### src/rtl/spi_master_pkg.sv
// Shared definitions for the SPI master: FSM encoding, transfer geometry and
// chip-select decoding.
package spi_master_pkg;

   typedef enum logic [1:0] {
      ST_IDLE  = 2'd0,
      ST_SETUP = 2'd1,
      ST_SHIFT = 2'd2,
      ST_HOLD  = 2'd3
   } spi_state_e;

   localparam int         XFER_BITS = 32;
   localparam logic [3:0] CS_IDLE   = 4'hF;
   localparam logic [5:0] LAST_BIT  = 6'(XFER_BITS - 1);

   // One-hot-low chip select for the addressed target
   function automatic logic [3:0] cs_decode(input logic [1:0] sel);
      cs_decode = ~(4'b0001 << sel);
   endfunction

endpackage

### src/rtl/spi_master_clk_div.sv
// Half-period tick generator for the SPI master; the count restarts whenever
// the enable drops so every transfer begins with a full half-period.
module spi_clk_div #(
   parameter int CLK_DIV = 4
) (
   input  logic clk_i,
   input  logic reset_n_i,
   input  logic en_i,
   output logic tick_o
);

   localparam logic [7:0] DIV_LAST = 8'(CLK_DIV - 1);

   logic [7:0] div_cnt;

   always_ff @(posedge clk_i) begin
      if (!reset_n_i || !en_i) begin
         div_cnt <= '0;
      end else if (div_cnt == DIV_LAST) begin
         div_cnt <= '0;
      end else begin
         div_cnt <= div_cnt + 8'd1;
      end
   end

   assign tick_o = en_i && (div_cnt == DIV_LAST);

endmodule

### src/rtl/spi_master.sv
// Mode-0 SPI master: 32-bit full-duplex transfer, MSB first, four chip selects,
// started by a rising edge on start_i and reporting completion on done_o.
module spi_master
   import spi_master_pkg::*;
#(
   parameter int CLK_DIV = 4
) (
   input  logic        clk_i,
   input  logic        reset_n_i,
   input  logic [31:0] data_i,
   input  logic        start_i,
   input  logic [1:0]  sel_i,
   output logic [31:0] data_o,
   output logic        done_o,
   output logic        sclk_o,
   output logic        mosi_o,
   input  logic        miso_i,
   output logic [3:0]  cs_n_o
);

   spi_state_e            state_q, state_d;
   logic                  start_q;
   logic                  start_edge;
   logic                  tick;
   logic                  sclk_q;
   logic [5:0]            bit_cnt;
   logic [1:0]            sel_q;
   logic                  done_q;
   logic [31:0]           data_q;
   logic [XFER_BITS-1:0]  tx_sr;
   logic [XFER_BITS-1:0]  rx_sr;
   logic                  load;
   logic                  sclk_rise;
   logic                  sclk_fall;
   logic                  finish;

   assign start_edge = start_i & ~start_q;

   spi_clk_div #(
      .CLK_DIV (CLK_DIV)
   ) u_clk_div (
      .clk_i     (clk_i),
      .reset_n_i (reset_n_i),
      .en_i      (state_q != ST_IDLE),
      .tick_o    (tick)
   );

   always_comb begin
      state_d   = state_q;
      load      = 1'b0;
      sclk_rise = 1'b0;
      sclk_fall = 1'b0;
      finish    = 1'b0;
      case (state_q)
         ST_IDLE: begin
            if (start_edge) begin
               load    = 1'b1;
               state_d = ST_SETUP;
            end
         end
         ST_SETUP: begin
            if (tick) state_d = ST_SHIFT;
         end
         ST_SHIFT: begin
            sclk_rise = tick & ~sclk_q;
            sclk_fall = tick & sclk_q;
            // The last falling edge closes the shift phase instead of shifting
            if (sclk_fall && bit_cnt == LAST_BIT) state_d = ST_HOLD;
         end
         ST_HOLD: begin
            if (tick) begin
               finish  = 1'b1;
               state_d = ST_IDLE;
            end
         end
         default: state_d = ST_IDLE;
      endcase
   end

   always_ff @(posedge clk_i) begin
      if (!reset_n_i) begin
         state_q <= ST_IDLE;
         start_q <= 1'b0;
         sclk_q  <= 1'b0;
         bit_cnt <= '0;
         sel_q   <= '0;
         done_q  <= 1'b0;
         data_q  <= '0;
      end else begin
         state_q <= state_d;
         start_q <= start_i;
         if (load) begin
            sel_q   <= sel_i;
            done_q  <= 1'b0;
            bit_cnt <= '0;
         end
         if (sclk_rise) sclk_q <= 1'b1;
         if (sclk_fall) begin
            sclk_q <= 1'b0;
            if (bit_cnt != LAST_BIT) bit_cnt <= bit_cnt + 6'd1;
         end
         if (finish) begin
            data_q <= rx_sr;
            done_q <= 1'b1;
         end
      end
   end

   // Shift registers carry no reset: tx is reloaded on every accepted start and
   // rx is completely refilled before it is ever copied to data_o.
   always_ff @(posedge clk_i) begin
      if (load) begin
         tx_sr <= data_i;
      end else if (sclk_fall && bit_cnt != LAST_BIT) begin
         tx_sr <= {tx_sr[XFER_BITS-2:0], 1'b0};
      end
      if (sclk_rise) rx_sr <= {rx_sr[XFER_BITS-2:0], miso_i};
   end

   assign sclk_o = sclk_q;
   assign mosi_o = (state_q != ST_IDLE) && tx_sr[XFER_BITS-1];
   assign cs_n_o = (state_q == ST_IDLE) ? CS_IDLE : cs_decode(sel_q);
   assign done_o = done_q;
   assign data_o = data_q;

endmodule

### config.mk
export PLATFORM = sky130hd
export DESIGN_NAME = spi_master
export DESIGN_NICKNAME = d
export VERILOG_FILES = /design/src/rtl/spi_master_pkg.sv /design/src/rtl/spi_master_clk_div.sv /design/src/rtl/spi_master.sv
export SDC_FILE = /design/constraint.sdc
export NUM_CORES = 1
export LEC_CHECK = 0
export ABC_AREA = 1
export BUFFER_PORTS_ARGS = -buffer_cell sky130_fd_sc_hd__buf_2
export CAP_MARGIN = 20
export CORE_ASPECT_RATIO = 1.5
export CORE_UTILIZATION = 60
export CTS_CLUSTER_SIZE = 30
export DETAILED_ROUTE_END_ITERATION = 8
export GPL_TIMING_DRIVEN = 0
export HOLD_SLACK_MARGIN = 0.05
export PLACE_DENSITY_LB_ADDON = 0.15
export SETUP_SLACK_MARGIN = 0.15
export SLEW_MARGIN = 20
export SYNTH_ARGS = -nofsm -noshare
export SYNTH_HDL_FRONTEND = slang
export SYNTH_SLANG_ARGS = --single-unit
### constraint.sdc
create_clock -name clk_i -period 8.3 [get_ports clk_i]
set_input_delay 2.49 -clock clk_i [delete_from_list [all_inputs] [get_ports clk_i]]
set_output_delay 2.49 -clock clk_i [all_outputs]
set_load 0.01 [all_outputs]
==> results of run 1 <==
-- synth_stat cells --
| cell type | number |
|---|---|
| o21ai_0 | 19 |
| inv_1 | 53 |
| nor4_1 | 1 |
| nor2_1 | 15 |
| xnor2_1 | 2 |
| edfxtp_1 | 64 |
| nor3_1 | 3 |
| or2_2 | 1 |
| nand2_2 | 1 |
| nand3_1 | 18 |
| a21oi_1 | 47 |
| dfxtp_1 | 53 |
| o21ai_1 | 21 |
| nand4_4 | 1 |
| nor2_4 | 1 |
| ha_1 | 6 |
| nor3b_1 | 2 |
| nand2_1 | 31 |
| buf_2 | 4 |
| and3_1 | 1 |
| mux2_2 | 31 |
| xor2_1 | 2 |
| nor2_2 | 1 |
| buf_6 | 6 |
| clkbuf_1 | 6 |
| o21bai_1 | 1 |
| nand3_2 | 1 |
| nand4_1 | 1 |
-- power by group --
part	switching (mW)	leakage [nW]	total [mW]	internal (mW)
Sequential	0.0165	1.02	0.693	0.677
Clock	0.246	0.295	0.736	0.490
Combinational	0.104	0.945	0.188	0.0842
Total	0.367	2.26	1.62	1.25
-- metrics by stage --
| stage | setup slack (ps) | std cells | hold WS (ps) | utilization | area [um^2] |
|---|---|---|---|---|---|
| after floorplan | 3620 | 393 | 418 | - | 4570 |
| after global placement | 2740 | 569 | 424 | 0.693 | 5070 |
| after detailed placement | 4130 | 573 | 431 | 0.701 | 5130 |
| after CTS | 3980 | 605 | 443 | 0.783 | 5730 |
| after global routing | 3860 | 605 | 459 | 0.783 | 5730 |
| final | 3990 | 605 | 440 | 0.783 | 5730 |
-- how the worst max path moves through the flow --
stage,startpoint,endpoint,slack [ps],depth (start not counted)
floorplan,start_i,tx_sr[0]$_SDFFCE_PN0P_,3620,5
global placement,start_i,tx_sr[22]$_DFFE_PP_,2740,6
detailed placement,start_i,tx_sr[19]$_DFFE_PP_,4130,7
CTS,state_q[1]$_SDFFE_PN0P_,cs_n_o[3],3980,6
global route,state_q[1]$_SDFFE_PN0P_,cs_n_o[0],3860,6
finish,state_q[1]$_SDFFE_PN0P_,cs_n_o[3],3990,6
-- routing by layer --
metal,part of all wire,track usage,up-vias
met5,0,0,-
met4,0.013,0.126,0
met3,0.055,0.0887,8
met2,0.52,0.421,89
met1,0.41,0.279,1502
li1,-,-,1548
-- sequential cells by signal, indices dropped and copies added (netlist names), 2 cells and up --
| name | flops |
|---|---|
| tx_sr | 32 |
| bit_cnt | 6 |
| sel_q | 2 |
| rx_sr | 32 |
| state_q | 2 |
| data_o | 32 |
| u_clk_div.div_cnt | 8 |
-- area by class of cell --
class,count,share of cell area
Multi-Input combinational cell,207,0.225
Sequential cell,117,0.520
Tap cell,100,0.0218
Inverter,53,0.0347
Clock inverter,8,0.0207
Buffer,16,0.0192
Clock buffer,24,0.0840
Timing Repair Buffer,80,0.0742
-- tightest hold or removal path, cell delays in order (launching register included) --
cell,delay [ps]
dfxtp_1,300
inv_1,40
a21oi_1,50
-- kinds of logic (layout without fill, tap and decap cells) --
kind of cell	count (synthesis)	after routing	synth area share
xor+xnor	4	4	0.00767
compound gates	88	88	0.0970
mux	31	31	0.0764
flops	117	117	0.653
simple gates	78	78	0.0816
buf+inv	69	181	0.0677
fa+ha+maj	6	6	0.0164
==> impl_table.tex, run 1 <==
\begin{tabular}{lr}
\hline
Metric & Value \\
\hline
\multicolumn{2}{l}{\textbf{Run status}} \\
\quad Result of the run & complete, no violations \\
\multicolumn{2}{l}{\textbf{Setup path}} \\
\quad CP top delay family & buffers and inverters \\
\quad CP Launch Type & flip-flop \\
\quad Library cell contributing the largest single delay on the critical path & dfxtp\_1 \\
\quad Cell chain of the critical path & inv\_1 -> ha\_1 -> inv\_1 -> buf\_2 -> nand3\_1 -> buf\_2 \\
\quad Kind of capture point of the worst setup path & output port \\
\quad Reg-to-Reg Start & state\_q[1]\$\_SDFFE\_PN0P\_ \\
\quad Crit path DAT & $\sim$1800 ps \\
\quad Worst path bufs/invs & 4 \\
\quad Internal reg-to-reg setup slack & roughly 6000 ps \\
\quad Setup Crit Path Kind & reg -> out \\
\quad CP max FO & 10 \\
\quad Longest individual stage delay on the worst path & just under 400 ps \\
\quad FF-to-FF path depth & 7 \\
\quad Endpoint of the lowest-slack register-to-register path & tx\_sr[0]\$\_SDFFCE\_PN0P\_ \\
\quad Critical path required time & a little under 6000 ps \\
\multicolumn{2}{l}{\textbf{Detailed routing}} \\
\quad First DRT Iteration DRCs & between 200 and 250 \\
\quad Detailed-route wire length per cell & about 15 um \\
\quad Residual DRC count & 0 \\
\quad Iteration count of the initial detailed-routing pass & 4 \\
\quad Total wirelength of the detailed-routed design & around 9000 um \\
\quad Detail Route Antenna Nets & 0 \\
\quad Vias/cell & roughly 5.2 \\
\quad Total number of vias & 3147 \\
\multicolumn{2}{l}{\textbf{Global route}} \\
\quad Wire length of the first global-routing pass & between 10000 and 15000 um \\
\quad Largest net degree at the start of global routing & 18 \\
\quad Combined global-route utilization of all metal layers & 0.251 \\
\quad Remaining Overflow, GRT & 0 \\
\quad Number of global-route vias before repair & around 3200 \\
\quad Number of antenna violations at the first check in global routing & 0 \\
\multicolumn{2}{l}{\textbf{Placed design}} \\
\quad Dpl hpwl & 5820 um \\
\quad Routability Congestion & between 0.7 and 0.8 \\
\quad \# port buffers & 76 \\
\multicolumn{2}{l}{\textbf{Final layout}} \\
\quad Fraction of final layout cells with drive strength greater than 1 & 0.311 \\
\quad Most used cells in the layout excluding fill and tap cells & 80 x buf\_2, 64 x edfxtp\_1, 53 x inv\_1, 53 x dfxtp\_1, 47 x a21oi\_1 \\
\quad Final layout net count & between 500 and 600 \\
\quad Layout overhead on the synthesized area & 25.6\% \\
\quad Register area & 2980 um\^{}2 \\
\quad Most common cell after layout, fill and taps aside & buf\_2 \\
\quad Antenna diode count & 0 \\
\quad Layout fillers & $\sim$520 \\
\quad Area of the multi-input gates & between 1000 and 1500 um\^{}2 \\
\multicolumn{2}{l}{\textbf{Synthesis}} \\
\quad Netlist area before placement & about 4600 um\^{}2 \\
\quad Post-synthesis sequential element count & about 120 \\
\quad Mapped Cells & about 390 \\
\quad Synth area leader & edfxtp\_1 \\
\quad Number of warnings printed during yosys synthesis & 0 \\
\quad Top-area cell type share of the netlist area & 0.421 \\
\quad Syn nets & between 400 and 500 \\
\quad Synth Area per Inst & 11.6 um\^{}2 \\
\quad Top post-synthesis cells by area & edfxtp\_1 42\%, dfxtp\_1 23\%, mux2\_2 7.6\%, a21oi\_1 5.2\%, inv\_1 4.4\% \\
\quad Count of unique library cells instantiated by Yosys & 28 \\
\quad Sequential share of the synthesized area & 0.653 \\
\multicolumn{2}{l}{\textbf{STA}} \\
\quad Number of max-slew violations in the final report & 0 \\
\quad Post-route clock skew & roughly 16 ps \\
\quad \# setup viols final & 0 \\
\quad Max-slew headroom & 0.611 \\
\quad Min Tclk post-route & $\sim$4300 ps \\
\quad FMAX & between 200 and 250 MHz \\
\quad RSZ-0062 raised after global routing & false \\
\quad Sum of negative setup slack & 0 ps \\
\quad Slew of the pin with the lowest slew margin & 581 ps \\
\quad Fin. Hold Viols & 0 \\
\quad Share of the clock period used by the worst path after layout & 0.519 \\
\multicolumn{2}{l}{\textbf{Clock network}} \\
\quad CTS hold repair buffers & 0 \\
\quad H-tree lvl count & 4 \\
\quad TritonCTS buffer count & 17 \\
\quad Count of instances resized after the clock tree is built & 0 \\
\quad Clk Tree Root Cell & clkbuf\_8 \\
\quad Post-CTS Setup Inserts & 0 \\
\quad Worst-case clock buffer depth & 2 \\
\quad Sinks on Clock Net & approximately 120 \\
\quad Clock-pin slew on the worst setup and hold paths & roughly 60 ps \\
\quad TritonCTS clock tree & done \\
\quad Clock insertion delay at the later pin of the skew report & 530 ps \\
\multicolumn{2}{l}{\textbf{Min path}} \\
\quad Path category of the worst min-delay check & reg -> reg \\
\quad Endpoint, Worst Hold & data\_o[22]\$\_SDFFE\_PN0P\_ \\
\quad Number of cells on the worst hold path & 2 \\
\quad Launch instance of the worst min-delay path & data\_o[22]\$\_SDFFE\_PN0P\_ \\
\multicolumn{2}{l}{\textbf{Power and ir drop}} \\
\quad Power, Total & 1.62 mW \\
\quad PwrDens & $\sim$280 nW/um\^{}2 \\
\quad Peak VDD IR & about 0.19 mV \\
\quad Leakage power & $\sim$2.3 nW \\
\multicolumn{2}{l}{\textbf{Flow run}} \\
\quad Number of max-capacitance violations reported & 0 \\
\multicolumn{2}{l}{\textbf{Floorplan}} \\
\quad Die height & roughly 110 um \\
\quad Site row count & 38 \\
\quad Effective utilization at floorplan & 0.624 \\
\quad Floorplan die width & about 73 um \\
\quad Total I/O pin count & slightly below 80 \\
\quad Placeable core area & approximately 7300 um\^{}2 \\
\quad Area of the die & about 8000 um\^{}2 \\
\hline
\end{tabular}
(Power assumes the default switching activity.)
==> inputs of run 2 (changes only) <==
--- a/config.mk
+++ b/config.mk
@@ -9,7 +9,7 @@
 export BUFFER_PORTS_ARGS = -buffer_cell sky130_fd_sc_hd__buf_2
 export CAP_MARGIN = 20
 export CORE_ASPECT_RATIO = 1.5
-export CORE_UTILIZATION = 60
+export CORE_UTILIZATION = 50
 export CTS_CLUSTER_SIZE = 30
 export DETAILED_ROUTE_END_ITERATION = 8
 export GPL_TIMING_DRIVEN = 0
==> constraint.sdc (replaced) <==
create_clock -name clk_i -period 3.57 [get_ports clk_i]
set_input_delay 1.071 -clock clk_i [delete_from_list [all_inputs] [get_ports clk_i]]
set_output_delay 1.071 -clock clk_i [all_outputs]
set_load 0.01 [all_outputs]
==> run 2 against run 1 <==
Effect of this change:
- setup slack worse by 3100 ps
- global-route usage shrank 4.9 points
- via count down 0.73%
- clock power is 120% higher
==> impl_table.tex, run 2 (synthesis results as in run 1) <==
\begin{tabular}{lr}
\hline
Metric & Value \\
\hline
\multicolumn{2}{l}{\textbf{Global route}} \\
\quad Number of global-route vias before repair & 3169 (+0.25\%) \\
\quad Largest net degree at the start of global routing & 20 (+2) \\
\quad Combined global-route utilization of all metal layers & 0.202 (-0.0488) \\
\quad Number of antenna violations at the first check in global routing & 0 (unchanged) \\
\quad Wire length of the first global-routing pass & 14500 um (about the same) \\
\quad Remaining Overflow, GRT & 0 (unchanged) \\
\multicolumn{2}{l}{\textbf{Clock network}} \\
\quad Sinks on Clock Net & 117 (unchanged) \\
\quad TritonCTS buffer count & 17 (unchanged) \\
\quad Clk Tree Root Cell & clkbuf\_16 \\
\quad Clock insertion delay at the later pin of the skew report & 400 ps (-130 ps) \\
\quad CTS hold repair buffers & 0 (unchanged) \\
\quad H-tree lvl count & 4 (unchanged) \\
\quad TritonCTS clock tree & done \\
\quad Worst-case clock buffer depth & 2 (unchanged) \\
\quad Clock-pin slew on the worst setup and hold paths & 50 ps (about the same) \\
\quad Post-CTS Setup Inserts & 0 (unchanged) \\
\quad Count of instances resized after the clock tree is built & 0 (unchanged) \\
\multicolumn{2}{l}{\textbf{Placed design}} \\
\quad Cell Area, Placed & 5140 um\^{}2 (about the same) \\
\quad Dpl hpwl & 5960 um (+2.5\%) \\
\quad Routability Congestion & 0.742 (-5.2\%) \\
\quad \# port buffers & 76 (unchanged) \\
\multicolumn{2}{l}{\textbf{Final layout}} \\
\quad Register area & 2980 um\^{}2 (unchanged) \\
\quad Layout fillers & 707 (+36\%) \\
\quad Final layout net count & 534 (-0.37\%) \\
\quad Most used cells in the layout excluding fill and tap cells & 80 x buf\_2, 64 x edfxtp\_1, 53 x inv\_1, 53 x dfxtp\_1, 47 x a21oi\_1 \\
\quad Summed area of non-filler cells in the final layout & 5730 um\^{}2 (unchanged) \\
\quad Antenna diode count & 0 (unchanged) \\
\quad Area of the multi-input gates & 1300 um\^{}2 (+0.48\%) \\
\quad Layout overhead on the synthesized area & 25.6\% (unchanged) \\
\quad Most common cell after layout, fill and taps aside & buf\_2 \\
\quad Fraction of final layout cells with drive strength greater than 1 & 0.310 (-0.000752) \\
\multicolumn{2}{l}{\textbf{STA}} \\
\quad Max-slew headroom & 0.469 (-0.143) \\
\quad Share of the clock period used by the worst path after layout & 0.761 \\
\quad Slew of the pin with the lowest slew margin & 794 ps (+213 ps) \\
\quad Min Tclk post-route & between 2000 and 3000 ps \\
\quad Post-route clock skew & 9.86 ps (-6.43 ps) \\
\quad \# setup viols final & 0 (unchanged) \\
\quad Fin. Hold Viols & 0 (unchanged) \\
\quad FMAX & approximately 370 MHz \\
\quad Number of max-slew violations in the final report & 0 (unchanged) \\
\quad Sum of negative setup slack & 0 ps (unchanged) \\
\quad RSZ-0062 raised after global routing & false \\
\multicolumn{2}{l}{\textbf{Detailed routing}} \\
\quad Vias/cell & 5.10 (-2.0\%) \\
\quad Total wirelength of the detailed-routed design & 8810 um (-0.98\%) \\
\quad Detailed-route wire length per cell & 14.4 um (-2.3\%) \\
\quad Iteration count of the initial detailed-routing pass & 4 (unchanged) \\
\quad First DRT Iteration DRCs & 181 (-27\%) \\
\quad Detail Route Antenna Nets & 0 (unchanged) \\
\quad Total number of vias & 3124 (-0.73\%) \\
\quad Residual DRC count & 0 (unchanged) \\
\multicolumn{2}{l}{\textbf{Setup path}} \\
\quad Library cell contributing the largest single delay on the critical path & dfxtp\_1 \\
\quad Critical path required time & 2500 ps (-3310 ps) \\
\quad Longest individual stage delay on the worst path & 380 ps (about the same) \\
\quad Cell chain of the critical path & inv\_1 -> ha\_1 -> inv\_1 -> buf\_2 -> nand3\_1 -> buf\_2 \\
\quad CP max FO & 10 (unchanged) \\
\quad Setup Crit Path Kind & reg -> out \\
\quad CP Launch Type & flip-flop \\
\quad Crit path DAT & 1650 ps (-170 ps) \\
\quad CP top delay family & buffers and inverters \\
\quad Kind of capture point of the worst setup path & output port \\
\quad Worst path bufs/invs & 4 (unchanged) \\
\multicolumn{2}{l}{\textbf{Flow run}} \\
\quad Number of max-capacitance violations reported & 0 (unchanged) \\
\multicolumn{2}{l}{\textbf{Floorplan}} \\
\quad Die height & 119 um (+9.4\%) \\
\quad Area of the die & 9530 um\^{}2 (+20\%) \\
\quad Floorplan die width & 80.0 um (+9.3\%) \\
\quad Placeable core area & 8830 um\^{}2 (+21\%) \\
\quad Total I/O pin count & 77 (unchanged) \\
\quad Effective utilization at floorplan & 0.517 (-0.106) \\
\quad Site row count & 42 (+11\%) \\
\multicolumn{2}{l}{\textbf{Power and ir drop}} \\
\quad Net load switching power & 0.846 mW (+130\%) \\
\quad Sequential group share of total power & 0.436 (+0.007) \\
\quad Net switching fraction of the power & 0.229 (+0.00190) \\
\quad PwrDens & 645 nW/um\^{}2 (+130\%) \\
\quad Comb power frac & 0.118 (+0.002) \\
\quad Share of power burned in the clock network & 0.446 (-0.009) \\
\quad Leakage power & 2.25 nW (-0.42\%) \\
\quad Peak VDD IR & 0.445 mV (+130\%) \\
\quad Cell-internal power & 2.86 mW (+130\%) \\
\multicolumn{2}{l}{\textbf{Min path}} \\
\quad Path category of the worst min-delay check & reg -> reg \\
\multicolumn{2}{l}{\textbf{Run status}} \\
\quad Result of the run & complete, no violations \\
\hline
\end{tabular}
[run 2: final timing paths]
kind / endpoint / slack, ps / cells past startpoint / start
worst min-delay path: data_o[7]$_SDFFE_PN0P_ / 440 / 2 / data_o[7]$_SDFFE_PN0P_
worst min register to register: data_o[7]$_SDFFE_PN0P_ / 440 / 2 / data_o[7]$_SDFFE_PN0P_
worst max register to register: rx_sr[17]$_DFFE_PP_ / 1210 / 7 / state_q[1]$_SDFFE_PN0P_
worst max-delay path: cs_n_o[2] / 850 / 6 / state_q[1]$_SDFFE_PN0P_
[run 2: tightest hold or removal path: cells and delay by family (launching register included)]
family,cells,cell delay [ps]
DFF,1,300
AOI/OAI and AO/OA,1,50
buffers and inverters,1,40
[run 2: metal layers]
layer | up-vias | share of wire | track usage
met5 | - | 0 | 0
met4 | 0 | 0.012 | 0.0871
met3 | 9 | 0.056 | 0.0674
met2 | 79 | 0.51 | 0.331
met1 | 1487 | 0.42 | 0.240
li1 | 1549 | - | -
[run 2: layout make-up]
type	instances	area share
clock buffer	26	0.0984
inverter	53	0.0347
buffer	16	0.0192
timing repair buffer	78	0.0716
tap	110	0.0240
clock inverter	6	0.00567
sequential	117	0.520
multi-input combinational	207	0.226
[run 2: power groups by stage]
stage	logic, mW	clock network (mW)	registers, mW
5_1_grt	0.485	1.74	1.62
3_3_place_gp	0.413	0	1.64
6_report	0.435	1.65	1.61
3_5_place_dp	0.441	0	1.64
2_1_floorplan	0.321	0	1.63
4_1_cts	0.443	1.68	1.61
[run 2: through the flow]
step,power (mW),util,instances,setup slack (ps),hold WS [ps]
after floorplan,1.95,-,393,561,418
after global placement,2.05,0.577,579,-149,424
after CTS,3.74,0.650,613,820,445
after global routing,3.84,0.650,613,721,449
final,3.70,0.650,613,852,441
after detailed placement,2.08,0.582,581,806,433
==> inputs of run 3 (changes only) <==
--- a/config.mk
+++ b/config.mk
@@ -9,7 +9,7 @@
 export BUFFER_PORTS_ARGS = -buffer_cell sky130_fd_sc_hd__buf_2
 export CAP_MARGIN = 20
 export CORE_ASPECT_RATIO = 1.5
-export CORE_UTILIZATION = 50
+export CORE_UTILIZATION = 55
 export CTS_CLUSTER_SIZE = 30
 export DETAILED_ROUTE_END_ITERATION = 8
 export GPL_TIMING_DRIVEN = 0
==> constraint.sdc (replaced) <==
create_clock -name clk_i -period 2.6 [get_ports clk_i]
set_input_delay 0.78 -clock clk_i [delete_from_list [all_inputs] [get_ports clk_i]]
set_output_delay 0.78 -clock clk_i [all_outputs]
set_load 0.01 [all_outputs]
==> run 3 against run 2 <==
Effect of this change:
- largest cell class unchanged
- global-route usage increased by 2.4 points
- core utilization up 6.0 points
- power up 32%
- first-iteration DRC count shrank 13%
- sequential power is 38% higher
==> impl_table.tex, run 3 (synthesis results as in run 1) <==
\begin{tabular}{lr}
\hline
Metric & Value \\
\hline
\multicolumn{2}{l}{\textbf{Clock network}} \\
\quad H-tree lvl count & 4 (unchanged) \\
\quad TritonCTS buffer count & 17 (unchanged) \\
\quad Clock-pin slew on the worst setup and hold paths & 50 ps (about the same) \\
\quad Clk Tree Root Cell & clkbuf\_16 \\
\quad Clock insertion delay at the later pin of the skew report & 400 ps (about the same) \\
\quad Worst-case clock buffer depth & 2 (unchanged) \\
\quad TritonCTS clock tree & done \\
\quad Post-CTS Setup Inserts & 0 (unchanged) \\
\quad Sinks on Clock Net & 117 (unchanged) \\
\multicolumn{2}{l}{\textbf{Flow run}} \\
\quad Number of max-capacitance violations reported & 0 (unchanged) \\
\multicolumn{2}{l}{\textbf{STA}} \\
\quad Sum of negative setup slack & 0 ps (unchanged) \\
\quad Number of max-slew violations in the final report & 0 (unchanged) \\
\quad Max-slew headroom & 0.438 (-0.0310) \\
\quad RSZ-0062 raised after global routing & false \\
\quad FMAX & roughly 430 MHz \\
\quad Min Tclk post-route & between 2000 and 2500 ps \\
\quad Hold slack & 440 ps (-1.02 ps) \\
\quad \# setup viols final & 0 (unchanged) \\
\quad Post-route clock skew & 6.81 ps (-3.05 ps) \\
\quad Slew of the pin with the lowest slew margin & 840 ps (+46.3 ps) \\
\quad Fin. Hold Viols & 0 (unchanged) \\
\quad Share of the clock period used by the worst path after layout & 0.902 \\
\multicolumn{2}{l}{\textbf{Placed design}} \\
\quad \# port buffers & 76 (unchanged) \\
\quad DP Cell Count & 576 (-0.86\%) \\
\quad Cell Area, Placed & 5140 um\^{}2 (+0.12\%) \\
\quad Routability Congestion & 0.853 (+15\%) \\
\quad Dpl hpwl & 6020 um (+1.0\%) \\
\multicolumn{2}{l}{\textbf{Setup path}} \\
\quad Crit path DAT & 1560 ps (-90 ps) \\
\quad Longest individual stage delay on the worst path & 370 ps (about the same) \\
\quad Setup Crit Path Kind & reg -> out \\
\quad Worst path bufs/invs & 4 (unchanged) \\
\quad Cell chain of the critical path & inv\_1 -> ha\_2 -> inv\_1 -> buf\_6 -> nand3\_1 -> buf\_2 \\
\quad Critical path required time & 1820 ps (-680 ps) \\
\quad CP top delay family & buffers and inverters \\
\quad Library cell contributing the largest single delay on the critical path & dfxtp\_1 \\
\quad Most frequent cell on the critical path & inv\_1 \\
\quad CP max FO & 10 (unchanged) \\
\quad Kind of capture point of the worst setup path & output port \\
\quad CP Launch Type & flip-flop \\
\multicolumn{2}{l}{\textbf{Detailed routing}} \\
\quad Iteration count of the initial detailed-routing pass & 4 (unchanged) \\
\quad Total number of vias & 3119 (-0.16\%) \\
\quad Residual DRC count & 0 (unchanged) \\
\quad First DRT Iteration DRCs & 158 (-13\%) \\
\quad Vias/cell & 5.14 (+0.83\%) \\
\quad Total wirelength of the detailed-routed design & 8810 um (+0.10\%) \\
\quad Detailed-route wire length per cell & 14.5 um (+1.1\%) \\
\quad Detail Route Antenna Nets & 0 (unchanged) \\
\multicolumn{2}{l}{\textbf{Final layout}} \\
\quad Fraction of final layout cells with drive strength greater than 1 & 0.309 (-0.00137) \\
\quad Most used cells in the layout excluding fill and tap cells & 79 x buf\_2, 64 x edfxtp\_1, 53 x inv\_1 \\
\quad Antenna diode count & 0 (unchanged) \\
\quad Most common cell after layout, fill and taps aside & buf\_2 \\
\quad Final layout net count & 534 (unchanged) \\
\quad Non-filler cells in the finished layout & 607 (-0.98\%) \\
\quad Summed area of non-filler cells in the final layout & 5680 um\^{}2 (-0.98\%) \\
\quad Layout overhead on the synthesized area & 24.3\% \\
\quad Core utilization of the finished layout & 0.709 (+0.0595) \\
\multicolumn{2}{l}{\textbf{Power and ir drop}} \\
\quad PwrDens & 862 nW/um\^{}2 (+34\%) \\
\quad Peak VDD IR & 0.609 mV (+37\%) \\
\quad Leakage power & 2.22 nW (-1.2\%) \\
\multicolumn{2}{l}{\textbf{Min path}} \\
\quad Path category of the worst min-delay check & reg -> reg \\
\multicolumn{2}{l}{\textbf{Global route}} \\
\quad Remaining Overflow, GRT & 0 (unchanged) \\
\quad Largest net degree at the start of global routing & 23 (+15\%) \\
\quad Wire length of the first global-routing pass & 14800 um (+2.3\%) \\
\quad Number of global-route vias before repair & 3211 (+1.3\%) \\
\quad Combined global-route utilization of all metal layers & 0.226 (+0.0236) \\
\quad Number of antenna violations at the first check in global routing & 0 (unchanged) \\
\multicolumn{2}{l}{\textbf{Floorplan}} \\
\quad Area of the die & 8680 um\^{}2 (-8.9\%) \\
\quad Die height & 114 um (-4.6\%) \\
\quad Placeable core area & 8010 um\^{}2 (-9.3\%) \\
\quad Effective utilization at floorplan & 0.570 (+0.0530) \\
\quad Floorplan die width & 76.4 um (-4.5\%) \\
\quad Total I/O pin count & 77 (unchanged) \\
\quad Site row count & 40 (-4.8\%) \\
\multicolumn{2}{l}{\textbf{Run status}} \\
\quad Result of the run & complete, no violations \\
\hline
\end{tabular}
## run 3: cell count changes in the layout (fill, tap and decap cells not counted)
cell / change
dfxtp_1: -1
buf_16: +1
clkbuf_1: +1
buf_2: -1
buf_8: -1
clkinvlp_4: -1
clkbuf_16: -4
buf_6: +1
clkinv_1: +1
ha_1: -1
ha_2: +1
clkbuf_8: +2
dfxtp_2: +1
## run 3: through the flow
step	total power, mW	setup slack, ps
floorplan	2.68	228
global placement	2.82	-224
detailed placement	2.87	163
CTS	4.92	185
global route	5.10	152
finish	4.90	256
## run 3: worst register-to-register path: cells and delay by family, from the launching register on
family	cells	cell delay, ps
simple gates	2	800
fa+ha+maj	1	210
buf+inv	4	630
flops	1	370
## run 3: layout make-up
type | count | area, um^2
buffer | 16 | 116
clock buffer | 25 | 495
clock inverter | 6 | 28.8
fill | 583 | 2330
inverter | 53 | 199
multi-input combinational | 207 | 1300
sequential | 117 | 2980
tap | 105 | 131
timing repair buffer | 78 | 423
## run 3: routing by layer
layer / vias up / share of wire / global-route usage
li1: 1542 / - / -
met1: 1484 / 0.41 / 0.252
met2: 80 / 0.53 / 0.395
met3: 13 / 0.044 / 0.0632
met4: 0 / 0.016 / 0.114
met5: - / 0 / 0
## run 3: timing repair
action / in CTS / in global routing
hold buffers: 0 / 0
gates resized for setup: 1 / 3
endpoints found under the setup margin: 6 / 21
## run 3: report_power, final
group / total, mW / internal [mW] / switching [mW] / leakage [nW]
combinational: 0.629 / 0.292 / 0.338 / 0.939
sequential: 2.22 / 2.16 / 0.0572 / 1.02
clock: 2.05 / 1.30 / 0.748 / 0.264
## run 3: worst paths after layout
kind	startpoint	to	slack, ps	cells past startpoint
max	state_q[0]$_SDFFE_PN0P_	cs_n_o[3]	260	6
min	data_o[6]$_SDFFE_PN0P_	data_o[6]$_SDFFE_PN0P_	440	2
max reg2reg	state_q[0]$_SDFFE_PN0P_	rx_sr[19]$_DFFE_PP_	280	7
min reg2reg	data_o[6]$_SDFFE_PN0P_	data_o[6]$_SDFFE_PN0P_	440	2
